==> src/rtl/sd_cmd_pkg.sv <==
// sd_cmd_pkg: shared constants for the SD command-line engine
package sd_cmd_pkg;
    localparam logic [1:0] RESP_NONE = 2'b00;
    localparam logic [1:0] RESP_48   = 2'b01;
    localparam logic [1:0] RESP_136  = 2'b10;
    typedef logic [2:0] state_t;
    localparam state_t IDLE       = 3'd0;
    localparam state_t SEND       = 3'd1;
    localparam state_t TURN       = 3'd2;
    localparam state_t WAIT_START = 3'd3;
    localparam state_t RECV       = 3'd4;
    localparam state_t GAP        = 3'd5;
    localparam int FRAME_48  = 48;
    localparam int FRAME_136 = 136;
    localparam logic [6:0] CRC7_POLY = 7'h09;
endpackage

==> src/rtl/sd_cmd_phy_if.sv <==
// sd_cmd_phy_if: register-file / CMD-line bundle of the SD command engine
interface sd_cmd_phy_if #(parameter int TO_W = 16);
    logic            start;
    logic [5:0]      cmd_index;
    logic [31:0]     argument;
    logic [1:0]      resp_type;
    logic [TO_W-1:0] timeout_limit;
    logic            cmd_in;
    logic            cmd_out;
    logic            cmd_oe;
    logic            busy;
    logic            cmd_complete;
    logic            cmd_index_error;
    logic            cmd_crc_error;
    logic            cmd_timeout_error;
    logic [127:0]    response;
    modport master (
        output start, cmd_index, argument, resp_type, timeout_limit, cmd_in,
        input  cmd_out, cmd_oe, busy, cmd_complete, cmd_index_error, cmd_crc_error,
               cmd_timeout_error, response
    );
    modport slave (
        input  start, cmd_index, argument, resp_type, timeout_limit, cmd_in,
        output cmd_out, cmd_oe, busy, cmd_complete, cmd_index_error, cmd_crc_error,
               cmd_timeout_error, response
    );
endinterface

==> src/rtl/sd_crc7.sv <==
// sd_crc7: serial CRC7 (x^7+x^3+1), one data bit per enabled cycle
module sd_crc7 import sd_cmd_pkg::*; (
    input  logic       clk,
    input  logic       reset,
    input  logic       clr,
    input  logic       en,
    input  logic       d,
    output logic [6:0] crc
);
    always_ff @(posedge clk) begin
        if (reset || clr) crc <= '0;
        else if (en) crc <= {crc[5:0], 1'b0} ^ ((d ^ crc[6]) ? CRC7_POLY : 7'h00);
    end
endmodule

==> src/rtl/sd_cmd_phy.sv <==
// sd_cmd_phy: serialises the 48-bit SD command frame and receives the card response
module sd_cmd_phy import sd_cmd_pkg::*; #(
    parameter int NCR_TURN = 2,
    parameter int NRC_GAP  = 8,
    parameter int TO_W     = 16
) (
    input logic         clk,
    input logic         reset,
    sd_cmd_phy_if.slave bus
);
    state_t          state;
    logic [7:0]      cnt;
    logic [TO_W-1:0] wcnt, tlim;
    logic [5:0]      idx;
    logic [39:0]     tx;
    logic [1:0]      rtype;
    logic [126:0]    rx;
    logic [127:0]    rx_n;
    logic [6:0]      tx_crc, rx_crc;
    logic [2:0]      crc_sel;
    logic            accept, last, cpl, idx_err, crc_err, to_err;
    logic [127:0]    resp;

    assign accept = state == IDLE && !cpl && bus.start;
    assign rx_n   = {rx, bus.cmd_in};
    assign last   = state == RECV && cnt == (rtype == RESP_136 ? 8'(FRAME_136 - 2) : 8'(FRAME_48 - 2));

    sd_crc7 u_tx_crc (
        .clk(clk), .reset(reset), .clr(accept),
        .en(state == SEND && cnt < 8'd40), .d(tx[39]), .crc(tx_crc)
    );
    // Receive CRC covers the start bit seen in WAIT_START plus 39 bits in RECV.
    sd_crc7 u_rx_crc (
        .clk(clk), .reset(reset), .clr(accept),
        .en((state == WAIT_START && !bus.cmd_in) || (state == RECV && cnt < 8'd39)),
        .d(bus.cmd_in), .crc(rx_crc)
    );

    always_comb begin
        crc_sel = 3'(8'd46 - cnt);
        bus.cmd_out = (state != SEND) ? 1'b1 : (cnt < 8'd40) ? tx[39] : (cnt == 8'd47) ? 1'b1 : tx_crc[crc_sel];
    end

    assign bus.cmd_oe            = state == SEND;
    assign bus.busy              = state != IDLE || cpl;
    assign bus.cmd_complete      = cpl;
    assign bus.cmd_index_error   = idx_err;
    assign bus.cmd_crc_error     = crc_err;
    assign bus.cmd_timeout_error = to_err;
    assign bus.response          = resp;

    always_ff @(posedge clk) begin
        if (reset) begin
            state   <= IDLE;
            cnt     <= '0;
            wcnt    <= '0;
            cpl     <= 1'b0;
            idx_err <= 1'b0;
            crc_err <= 1'b0;
            to_err  <= 1'b0;
            resp    <= '0;
        end else begin
            cpl <= 1'b0;
            case (state)
                IDLE: if (accept) begin
                    idx     <= bus.cmd_index;
                    tx      <= {2'b01, bus.cmd_index, bus.argument};
                    rtype   <= bus.resp_type == 2'b11 ? RESP_NONE : bus.resp_type;
                    tlim    <= bus.timeout_limit;
                    idx_err <= 1'b0;
                    crc_err <= 1'b0;
                    to_err  <= 1'b0;
                    cnt     <= '0;
                    state   <= SEND;
                end
                SEND: begin
                    cnt <= cnt + 8'd1;
                    tx  <= {tx[38:0], 1'b0};
                    if (cnt == 8'(FRAME_48 - 1)) begin
                        cnt   <= '0;
                        state <= rtype == RESP_NONE ? GAP : TURN;
                    end
                end
                TURN: begin
                    cnt <= cnt + 8'd1;
                    if (cnt == 8'(NCR_TURN - 1)) begin
                        cnt   <= '0;
                        wcnt  <= '0;
                        state <= WAIT_START;
                    end
                end
                // The start bit wins over a timeout landing in the same cycle.
                WAIT_START: begin
                    if (!bus.cmd_in) begin
                        cnt   <= '0;
                        state <= RECV;
                    end else if (wcnt == tlim) begin
                        to_err <= 1'b1;
                        cnt    <= '0;
                        state  <= GAP;
                    end else begin
                        wcnt <= wcnt + TO_W'(1);
                    end
                end
                RECV: begin
                    rx  <= rx_n[126:0];
                    cnt <= cnt + 8'd1;
                    if (last) begin
                        if (rtype == RESP_136) begin
                            resp <= {8'h00, rx_n[127:8]};
                        end else begin
                            resp    <= {96'h0, rx_n[39:8]};
                            idx_err <= rx_n[45:40] != idx;
                            crc_err <= rx_n[7:1] != rx_crc || !rx_n[0];
                        end
                        cnt   <= '0;
                        state <= GAP;
                    end
                end
                GAP: begin
                    cnt <= cnt + 8'd1;
                    if (cnt == 8'(NRC_GAP - 1)) begin
                        cnt   <= '0;
                        cpl   <= 1'b1;
                        state <= IDLE;
                    end
                end
                default: state <= IDLE;
            endcase
        end
    end
endmodule

==> src/flat_wrapper.sv <==
// flat-port wrapper written by rule: the top's interface ports become plain ports
module sd_cmd_phy_flat import sd_cmd_pkg::*;
#(
    parameter int NCR_TURN = 2,
    parameter int NRC_GAP  = 8,
    parameter int TO_W     = 16
)
  (clk, reset, bus_start, bus_cmd_index, bus_argument, bus_resp_type, bus_timeout_limit, bus_cmd_in, bus_cmd_out, bus_cmd_oe, bus_busy, bus_cmd_complete, bus_cmd_index_error, bus_cmd_crc_error, bus_cmd_timeout_error, bus_response);
  sd_cmd_phy_if #(.TO_W(TO_W)) bus_i ();
  input logic clk;
  input logic reset;
  input wire logic [$bits(bus_i.start)-1:0] bus_start;
  input wire logic [$bits(bus_i.cmd_index)-1:0] bus_cmd_index;
  input wire logic [$bits(bus_i.argument)-1:0] bus_argument;
  input wire logic [$bits(bus_i.resp_type)-1:0] bus_resp_type;
  input wire logic [$bits(bus_i.timeout_limit)-1:0] bus_timeout_limit;
  input wire logic [$bits(bus_i.cmd_in)-1:0] bus_cmd_in;
  output wire logic [$bits(bus_i.cmd_out)-1:0] bus_cmd_out;
  output wire logic [$bits(bus_i.cmd_oe)-1:0] bus_cmd_oe;
  output wire logic [$bits(bus_i.busy)-1:0] bus_busy;
  output wire logic [$bits(bus_i.cmd_complete)-1:0] bus_cmd_complete;
  output wire logic [$bits(bus_i.cmd_index_error)-1:0] bus_cmd_index_error;
  output wire logic [$bits(bus_i.cmd_crc_error)-1:0] bus_cmd_crc_error;
  output wire logic [$bits(bus_i.cmd_timeout_error)-1:0] bus_cmd_timeout_error;
  output wire logic [$bits(bus_i.response)-1:0] bus_response;
  assign bus_i.start = bus_start;
  assign bus_i.cmd_index = bus_cmd_index;
  assign bus_i.argument = bus_argument;
  assign bus_i.resp_type = bus_resp_type;
  assign bus_i.timeout_limit = bus_timeout_limit;
  assign bus_i.cmd_in = bus_cmd_in;
  assign bus_cmd_out = bus_i.cmd_out;
  assign bus_cmd_oe = bus_i.cmd_oe;
  assign bus_busy = bus_i.busy;
  assign bus_cmd_complete = bus_i.cmd_complete;
  assign bus_cmd_index_error = bus_i.cmd_index_error;
  assign bus_cmd_crc_error = bus_i.cmd_crc_error;
  assign bus_cmd_timeout_error = bus_i.cmd_timeout_error;
  assign bus_response = bus_i.response;
  sd_cmd_phy #(.NCR_TURN(NCR_TURN), .NRC_GAP(NRC_GAP), .TO_W(TO_W)) u_core (.clk(clk), .reset(reset), .bus(bus_i));
endmodule
==> config.mk <==
export PLATFORM = sky130hd
export DESIGN_NAME = sd_cmd_phy_flat
export DESIGN_NICKNAME = d
export VERILOG_FILES = /design/src/rtl/sd_cmd_pkg.sv /design/src/rtl/sd_cmd_phy_if.sv /design/src/rtl/sd_crc7.sv /design/src/rtl/sd_cmd_phy.sv /design/src/flat_wrapper.sv
export SDC_FILE = /design/constraint.sdc
export NUM_CORES = 1
export LEC_CHECK = 0
export CORE_MARGIN = 4
export CORE_UTILIZATION = 40
export CTS_BUF_LIST = sky130_fd_sc_hd__clkbuf_2
export CTS_CLUSTER_DIAMETER = 50
export DETAILED_ROUTE_END_ITERATION = 16
export GPL_TIMING_DRIVEN = 0
export PLACE_DENSITY_LB_ADDON = 0.25
export SLEW_MARGIN = 20
export SYNTH_ARGS = -nofsm -noshare
export SYNTH_HDL_FRONTEND = slang
export SYNTH_SLANG_ARGS = --single-unit
==> constraint.sdc <==
create_clock -name clk -period 8.7 [get_ports clk]
set_input_delay 2.61 -clock clk [delete_from_list [all_inputs] [get_ports clk]]
set_output_delay 2.61 -clock clk [all_outputs]
set_load 0.1 [all_outputs]
==> qor.txt, run 1 <==
Post-synth cell types -> 59
Slew headroom -> 0.288
Arrival @ worst endpoint -> 3.84 ns
Layout Skew -> 0.119 ns
Area delta synth->final -> 26.1%
Vias per cell -> 4.80
Resized Gates After CTS -> 0
Most common cell after layout, fill and taps aside -> edfxtp_1
Die span in y -> 190 um
PortBufs -> 185
Cts bufs inserted -> 91
Outcome -> finished, final reports clean
Inst Count DP -> 1753
Crit share post-route -> 0.741
Final wirelength -> 29800 um
Final routed DRC violation total -> 0
Dominant cell type by area after synthesis -> edfxtp_1
Worst Tran Pin Value -> 1.06 ns
Via Count -> 9246
Post-CTS setup buffer count -> 0
Post-synth EDFFs -> 191
Total track usage -> 0.162
Reg clk slew, reported paths -> 0.10 ns
Final nets -> 1468
Core ar. -> 32600 sq um
Largest cells by area after synthesis -> edfxtp_1, dfxtp_1, nand2_1
Cell Area, Synth -> 13300 sq um
CTS sink cnt -> 356
Pin count of the biggest net entering global routing -> 30
Total leakage power -> 5.71 nW
Synth Instances -> 1108
Post-synth top area share -> 0.432
Final ANT Viol Nets -> 0
Count of boundary I/O pins -> 195
Startpoint types -> flop
Iter 0 DRT Violations -> 469
Final setup violating endpoints -> 0
H-Tree Depth -> 3
Die extent in x -> 190 um
Max Cap Viol -> 0
Worst hold path type -> flop to flop
Final hold viol count -> 0
Pwr Density -> 214 nW/um^2
Most used DFF post-synth -> edfxtp_1
First-pass GRT wire length -> 47400 um
FF+latch count, synth -> 356
Vias in the first global route -> 9226
Post-synthesis sequential area ratio -> 0.680
Worst VDD drop -> 0.146 mV
Ys async rst share -> 0
DR pass1 iterations -> 5
Yosys warnings -> 0
Crit path largest cell delay -> 1.05 ns
TritonCTS clock tree -> yes
Total congestion overflow -> 0
GPL Wtd Cong -> 0.807
Most frequent cells in the layout -> edfxtp_1, clkdlybuf4s50_1, nand2_1
RSZ-0062 raised after global routing -> no
Final Non-Filler Cells -> 1925
FP Rows -> 66
# fillers -> 2967
Hold buffer count at CTS -> 0
CP required -> 6.09 ns
Die area -> 36200 sq um
Initial core utilization -> 0.407
Worst path buffer plus inverter count -> 2
Final Max Slew Viols -> 0
Worst Setup End Kind -> primary output
Final setup TNS -> 0 ns
Fin crit period -> 6.45 ns
DPL Wire Length -> 20500 um
Worst path top cell family by delay -> simple AND/OR/NAND/NOR gates
Clk_lat worst skew -> 0.96 ns
Critical Path Slowest Stage Cell -> clkdlybuf4s50_1
Crit Path Max Fanout -> 9
Avg Synthesized Cell Area -> 12.0 sq um
Critical path type -> flop to primary output
Initial antenna violation count -> 1
Crit-path cells -> inv_1, nor3_2, nand3_1, nor2_1, a31oi_1, clkdlybuf4s50_1
CTS max path bufs -> 3
Root buf cell -> clkbuf_2
Layout cell share with drive strength beyond 1 -> 0.168
Routed len/inst -> 15.5 um
Peak Freq -> 155 MHz
[power by group]
part	leakage, nW	switching, mW	total, mW	internal (mW)
combinational	1.99	0.314	0.504	0.189
clock	0.646	0.678	1.14	0.462
sequential	3.07	0.0457	1.95	1.90
[cell usage after synthesis, types with 7 or more instances]
master      n
edfxtp_1  191
nand2_1   178
dfxtp_1   165
a21oi_1   133
nand3_1   100
nor2_1     53
clkbuf_1   43
mux2_2     37
xnor2_1    31
buf_2      18
mux2i_1    18
xor2_1     13
o21ai_0    10
buf_4       8
nand4_1     8
nor2b_1     8
inv_1       7
[state kept, by name (all words and copies together), names as in the netlist]
name / cells
u_core.bus.cmd_crc_error: 1
u_core.bus.response: 120
u_core.state: 3
u_core.bus.cmd_index_error: 1
u_core.wcnt: 16
u_core.u_rx_crc.crc: 7
u_core.bus.cmd_timeout_error: 1
u_core.u_tx_crc.crc: 7
u_core.tx: 40
u_core.bus.cmd_complete: 1
u_core.idx: 6
u_core.rtype: 2
u_core.cnt: 8
u_core.rx: 127
u_core.tlim: 16
[worst reg2reg max path: stages, from the launching register on]
cell	delay (ns)
edfxtp_1	0.42
nor2b_1	0.15
buf_2	0.33
mux2i_1	0.35
or3_1	0.15
clkbuf_1	0.23
clkbuf_1	0.58
buf_2	0.36
nand2_1	0.08
a21oi_1	0.12
[cell type report]
| type | count | area, sq um | area share |
|---|---|---|---|
| Antenna cell | 3 | 7.51 | 0.000448 |
| Buffer | 77 | 357 | 0.0213 |
| Clock buffer | 141 | 706 | 0.0421 |
| Clock inverter | 28 | 150 | 0.00896 |
| Inverter | 7 | 26.3 | 0.00157 |
| Multi-Input combinational cell | 675 | 3920 | 0.234 |
| Sequential cell | 356 | 9040 | 0.539 |
| Tap cell | 442 | 553 | 0.0330 |
| Timing Repair Buffer | 196 | 2010 | 0.120 |
[logic make-up after synthesis]
group           count (synthesis)  synth area share
other cells                     1          0.000282
xor+xnor                       44            0.0290
buf+inv                        84            0.0288
compound gates                181            0.0799
fa+ha+maj                       4           0.00377
flops                         356             0.680
mux                            56            0.0466
simple gates                  382             0.132
[through the flow]
stage	utilization	instance area (sq um)	hold slack, ns	worst slack (ns)	power (mW)
3_5_place_dp	0.487	15900	0.432	3.11	2.50
6_report	0.514	16800	0.414	2.25	3.59
5_1_grt	0.514	16800	0.426	1.90	3.80
3_3_place_gp	0.482	15700	0.430	-0.916	2.48
4_1_cts	0.514	16800	0.402	2.06	3.66
2_1_floorplan	-	13300	0.426	1.28	2.34
[routing by layer]
metal	share of wire	wire (um)	vias to the layer above	GRT usage
met3	0.066	1970	55	0.0478
met2	0.45	13400	282	0.252
li1	-	-	4575	-
met4	0.021	639	0	0.0597
met1	0.46	13700	4334	0.217
met5	0	0	-	0
[path summary, 6_finish.rpt]
kind | start | end | slack (ns) | cells after the start
setup / recovery | u_core.state[0] | bus_cmd_out | 2.25 | 6
hold / removal | u_core.rx[56] | u_core.rx[57] | 0.41 | 0
setup reg to reg | u_core.rtype[0] | u_core.bus.response[115] | 5.85 | 9
hold reg to reg | u_core.rx[56] | u_core.rx[57] | 0.41 | 0
No activity file was read; power rests on OpenSTA's default activity.
==> run 2, diff against run 1 <==
==> constraint.sdc (replaced) <==
create_clock -name clk -period 5.6 [get_ports clk]
set_input_delay 1.68 -clock clk [delete_from_list [all_inputs] [get_ports clk]]
set_output_delay 1.68 -clock clk [all_outputs]
set_load 0.1 [all_outputs]
==> run 2 against run 1 <==
Net effect: routed wire length is 0.45% lower; die area stayed put; count of clock-buffer cells in the layout is 4 lower; largest cell class unchanged.
==> qor.txt, run 2 (synthesis results as in run 1) <==
Outcome -> finished, final reports clean
Final Non-Filler Cells -> 1922
Critical path type -> flop to primary output
Crit Path Max Fanout -> 9
Hold buffer count at CTS -> 0
Worst Tran Pin Value -> 1.09 ns
Final hold viol count -> 0
CTS max path bufs -> 3
DR pass1 iterations -> 7
Critical path depth -> 6
Slew headroom -> 0.272
Worst path buffer plus inverter count -> 2
Max reg flops -> 127
Peak Freq -> 196 MHz
Hold Path Sink -> u_core.rx[72]
Clk_lat worst skew -> 0.89 ns
Total congestion overflow -> 0
Root buf cell -> clkbuf_2
Area delta synth->final -> 26.2%
Crit path largest cell delay -> 0.65 ns
R2R setup slack -> 2.59 ns
Total chip power -> 5.57 mW
Count of boundary I/O pins -> 195
Pin count of the biggest net entering global routing -> 30
# fillers -> 2999
First-pass GRT wire length -> 47500 um
Most common cell after layout, fill and taps aside -> edfxtp_1
Hold wc startpoint -> u_core.rx[71]
Reg clk slew, reported paths -> 0.10 ns
Fin crit period -> 5.11 ns
Vias in the first global route -> 9404
Hold depth -> 0
Die extent in x -> 190 um
Total track usage -> 0.161
Final nets -> 1465
Post-CTS setup buffer count -> 0
Final Max Slew Viols -> 0
Die span in y -> 190 um
PortBufs -> 185
H-Tree Depth -> 3
Crit-path cells -> inv_1, nor3_2, nand3_1, nor2_1, a31oi_1, dlygate4sd2_1
Final routed DRC violation total -> 0
Worst hold path type -> flop to flop
Cts bufs inserted -> 91
Worst VDD drop -> 0.181 mV
CP required -> 3.92 ns
Arrival @ worst endpoint -> 3.43 ns
FP Rows -> 66
RSZ-0062 raised after global routing -> no
Startpoint types -> flop
Layout cell share with drive strength beyond 1 -> 0.166
Register area -> 9040 sq um
Layout Skew -> 0.0958 ns
Critical Path Slowest Stage Cell -> dlygate4sd2_1
Total leakage power -> 5.71 nW
Biggest register -> u_core.rx
Final ANT Viol Nets -> 0
Most frequent cells in the layout -> edfxtp_1, clkdlybuf4s50_1, nand2_1
CTS sink cnt -> 356
Inst Count DP -> 1750
Worst Setup End Kind -> primary output
Initial antenna violation count -> 1
Worst path top cell family by delay -> simple AND/OR/NAND/NOR gates
Pwr Density -> 332 nW/um^2
Final setup violating endpoints -> 0
Max Cap Viol -> 0
Worst flop-to-flop path endpoint -> u_core.bus.response[27]
Routed len/inst -> 15.4 um
DPL Wire Length -> 20400 um
Core ar. -> 32600 sq um
Crit share post-route -> 0.913
Worst R2R Start -> u_core.rtype[0]
Final wirelength -> 29600 um
GPL Wtd Cong -> 0.818
Multi-input logic area -> 3930 sq um
Worst Reg2Reg Path Length in Cells -> 9
Via Count -> 9372
Vias per cell -> 4.88
TritonCTS clock tree -> yes
Die area -> 36200 sq um
Final setup TNS -> 0 ns
Initial core utilization -> 0.407
Min Hold Slack -> 0.401 ns
Iter 0 DRT Violations -> 511
[run 2: worst max path at each step]
stage / endpoint / from
after floorplan: u_core.tx[0] / reset
after global placement: u_core.tx[7] / reset
after detailed placement: bus_cmd_out / u_core.state[0]
after CTS: bus_cmd_oe / u_core.state[0]
after global routing: bus_cmd_out / u_core.state[0]
final: bus_cmd_out / u_core.state[0]
[run 2: through the flow]
stage                util  instance area, sq um  setup WS [ns]
floorplan               -                 13300          0.790
global placement    0.482                 15700         -0.622
detailed placement  0.488                 15900          0.967
CTS                 0.514                 16800         0.0376
global route        0.514                 16800          0.155
finish              0.514                 16800          0.485
[run 2: report_power, final]
group | switching (mW) | total, mW | leakage [nW] | internal (mW)
registers | 0.0691 | 3.03 | 3.07 | 2.96
clock network | 1.06 | 1.76 | 0.644 | 0.707
logic | 0.486 | 0.779 | 2.00 | 0.293
total | 1.61 | 5.57 | 5.71 | 3.96
[run 2: layout make-up]
| cell class | instances | area share |
|---|---|---|
| clock buffers | 137 | 0.0409 |
| well taps | 442 | 0.0330 |
| inverters | 7 | 0.00157 |
| repair buffers | 193 | 0.120 |
| multi-input cells | 675 | 0.234 |
| diodes | 2 | 0.000298 |
| plain buffers | 77 | 0.0213 |
| flip-flops and latches | 356 | 0.539 |
| clock inverters | 33 | 0.0103 |
[run 2: layer usage]
metal,global-route usage,routed length (um),up-vias,part of all wire
met2,0.250,13400,283,0.45
met1,0.218,13400,4442,0.45
met5,0,0,-,0
met3,0.0447,2130,58,0.072
met4,0.0569,652,0,0.022
li1,-,-,4589,-
[run 2: timing repair]
| item | 4_1_cts | 5_1_grt |
|---|---|---|
| endpoints found under the setup margin | 1 | 1 |
| resized for setup | 1 | 1 |
| pin swaps | 0 | 0 |
==> run 3, diff against run 2 <==
--- a/config.mk
+++ b/config.mk
@@ -11,8 +11,9 @@
 export CTS_CLUSTER_DIAMETER = 50
 export DETAILED_ROUTE_END_ITERATION = 16
 export GPL_TIMING_DRIVEN = 0
-export PLACE_DENSITY_LB_ADDON = 0.25
+export PLACE_DENSITY_LB_ADDON = 0.12
 export SLEW_MARGIN = 20
 export SYNTH_ARGS = -nofsm -noshare
 export SYNTH_HDL_FRONTEND = slang
+export SYNTH_HIERARCHICAL = 1
 export SYNTH_SLANG_ARGS = --single-unit
==> run 3 against run 2 <==
Net effect: sequential share of layout area decreased by 0.17 points; combinational power increased by 27%; routed wire length increased by 0.61%; highest routed layer unchanged.
==> qor.txt, run 3 <==
Biggest register -> u_core/rx
Ys async rst share -> 0
Post-synth cell types -> 58
Worst Tran Pin Value -> 1.07 ns
Peak Freq -> 196 MHz
Pint -> 4.08 mW
Iter 0 DRT Violations -> 467
CP required -> 3.92 ns
Crit Path Max Fanout -> 10
Total chip power -> 5.84 mW
Count of boundary I/O pins -> 195
Final core occ -> 0.516
Post-Synth XOR/XNOR Area -> 0.0237
Arrival @ worst endpoint -> 3.43 ns
Slew headroom -> 0.288
Initial antenna violation count -> 1
Fin crit period -> 5.11 ns
Critical path type -> flop to primary output
Layout Skew -> 0.0857 ns
Largest family of logic cells by synthesized area -> simple AND/OR/NAND/NOR gates
Sequential share of power -> 0.522
Crit share post-route -> 0.912
Via Count -> 9464
Yosys warnings -> 6
Dominant cell type by area after synthesis -> edfxtp_1
DPL Wire Length -> 20100 um
Most frequent cells in the layout -> edfxtp_1, nand2_1, clkdlybuf4s50_1
Vias in the first global route -> 9252
Most frequent cell after synthesis -> edfxtp_1
Avg Synthesized Cell Area -> 11.8 sq um
Startpoint types -> flop
Outcome -> finished, final reports clean
Final setup TNS -> 0 ns
Clock power share -> 0.308
Vias per cell -> 4.86
Most common cell after layout, fill and taps aside -> edfxtp_1
Cell Area, Synth -> 13300 sq um
RSZ-0062 raised after global routing -> no
Layout cell share with drive strength beyond 1 -> 0.156
Initial core utilization -> 0.408
Total leakage power -> 5.64 nW
Total congestion overflow -> 0
Pwr Density -> 347 nW/um^2
Pin count of the biggest net entering global routing -> 32
Die area -> 36200 sq um
Final routed DRC violation total -> 0
CTS sink cnt -> 356
Synth Area in Compound Gates -> 0.0765
Core ar. -> 32600 sq um
PortBufs -> 186
Post-DP Area -> 15900 sq um
Post-synthesis sequential area ratio -> 0.680
Sw Pwr -> 1.76 mW
Die extent in x -> 190 um
Hold buffer count at CTS -> 0
Post-synth EDFFs -> 191
Final wirelength -> 29800 um
Root buf cell -> clkbuf_2
Post-Synth Simple-Gate Area -> 0.141
Post-synth top area share -> 0.431
Synth Instances -> 1129
Worst hold path type -> flop to flop
Cts bufs inserted -> 93
Final setup violating endpoints -> 0
Top post-synthesis cells by count -> edfxtp_1, nand2_1, dfxtp_1, a21oi_1, nand3_1
Worst VDD drop -> 0.278 mV
Reg clk slew, reported paths -> 0.12 ns
Final Max Slew Viols -> 0
FF+latch count, synth -> 356
Max reg flops -> 127
Net Sw Frac -> 0.301
Worst Setup End Kind -> primary output
H-Tree Depth -> 3
Final hold viol count -> 0
Total track usage -> 0.163
Design Area, Final -> 16800 sq um
Area delta synth->final -> 26.6%
Most used DFF post-synth -> edfxtp_1
TritonCTS clock tree -> yes
Max Cap Viol -> 0
Multiplexer share of the synthesized area -> 0.0451
Die span in y -> 190 um
Post-synthesis adder-cell area fraction -> 0.00377
GPL Wtd Cong -> 0.812
First-pass GRT wire length -> 47900 um
Clk_lat worst skew -> 0.94 ns
Routed len/inst -> 15.3 um
DR pass1 iterations -> 4
Comb pwr share -> 0.169
Largest cells by area after synthesis -> edfxtp_1, dfxtp_1, nand2_1
Final nets -> 1490
FP Rows -> 66
CTS max path bufs -> 3
Final ANT Viol Nets -> 0
==> run 3: cell count changes in the layout (fill, tap and decap cells not counted), sizes merged, moves of 4 or more <==
cell / change
nor2: -10
nand2: +10
inv: +4
buf: -19
a31o: -4
a21oi: -5
xnor2: -5
clkinv: -14
or3: +4
nand3: +7
clkbuf: +46
a22o: -4
nand4: +5
==> run 3: cells by family after synthesis <==
kind of cell	after synthesis
AOI/OAI and AO/OA	177
xor gates and xnor gates	36
adders and majority gates	4
buffers and inverters	93
DFF	356
muxes	54
other	1
and+or+nand+nor	408
==> run 3: power groups by stage <==
stage	registers (mW)	logic, mW	clock network [mW]
after floorplan	3.11	0.688	0
after global placement	3.12	0.944	0
after detailed placement	3.11	0.991	0
after CTS	3.05	0.995	1.90
after global routing	3.07	1.08	2.04
final	3.05	0.988	1.80
==> run 3: final timing paths <==
kind / end / start / slack, ns / cells past startpoint
hold / removal: u_core/rx[108] / u_core/rx[107] / 0.43 / 0
hold reg to reg: u_core/rx[108] / u_core/rx[107] / 0.43 / 0
setup reg to reg: u_core/bus.response[116] / u_core/rtype[0] / 2.11 / 8
setup / recovery: bus_busy / u_core/state[2] / 0.49 / 5
==> run 3: final cells by class <==
cell class	instances	area, sq um
flip-flops and latches	356	9040
fillers	3042	15800
multi-input cells	687	3910
plain buffers	83	353
diodes	1	2.50
clock buffers	157	786
clock inverters	17	88.8
well taps	442	553
inverters	10	37.5
repair buffers	195	2060
==> run 3: repair_timing <==
action                     in CTS  in global routing
setup endpoints to repair       2                  1
resized for setup               4                  1
pin swaps                       0                  0
setup buffers                   0                  0
==> run 3: per-layer routing <==
layer,global-route usage,up-vias,part of all wire
met2,0.243,260,0.44
met1,0.232,4473,0.48
met3,0.0428,47,0.064
li1,-,4684,-
met5,0,-,0
met4,0.0575,0,0.019
==> run 3: critical path: stages (launching register included) <==
cell and delay (ns):
dfxtp_1 0.31, clkbuf_1 0.37, buf_1 0.45, nor4_1 0.12
inv_1 0.13, clkdlybuf4s50_1 1.16
==> run 3: per-stage QoR <==
step | cells | hold slack (ns) | worst slack, ns
detailed placement | 1773 | 0.433 | 0.692
floorplan | 1136 | 0.426 | 1.17
finish | 1948 | 0.427 | 0.495
global route | 1948 | 0.427 | 0.226
global placement | 1764 | 0.429 | -0.937
CTS | 1947 | 0.419 | 0.0749
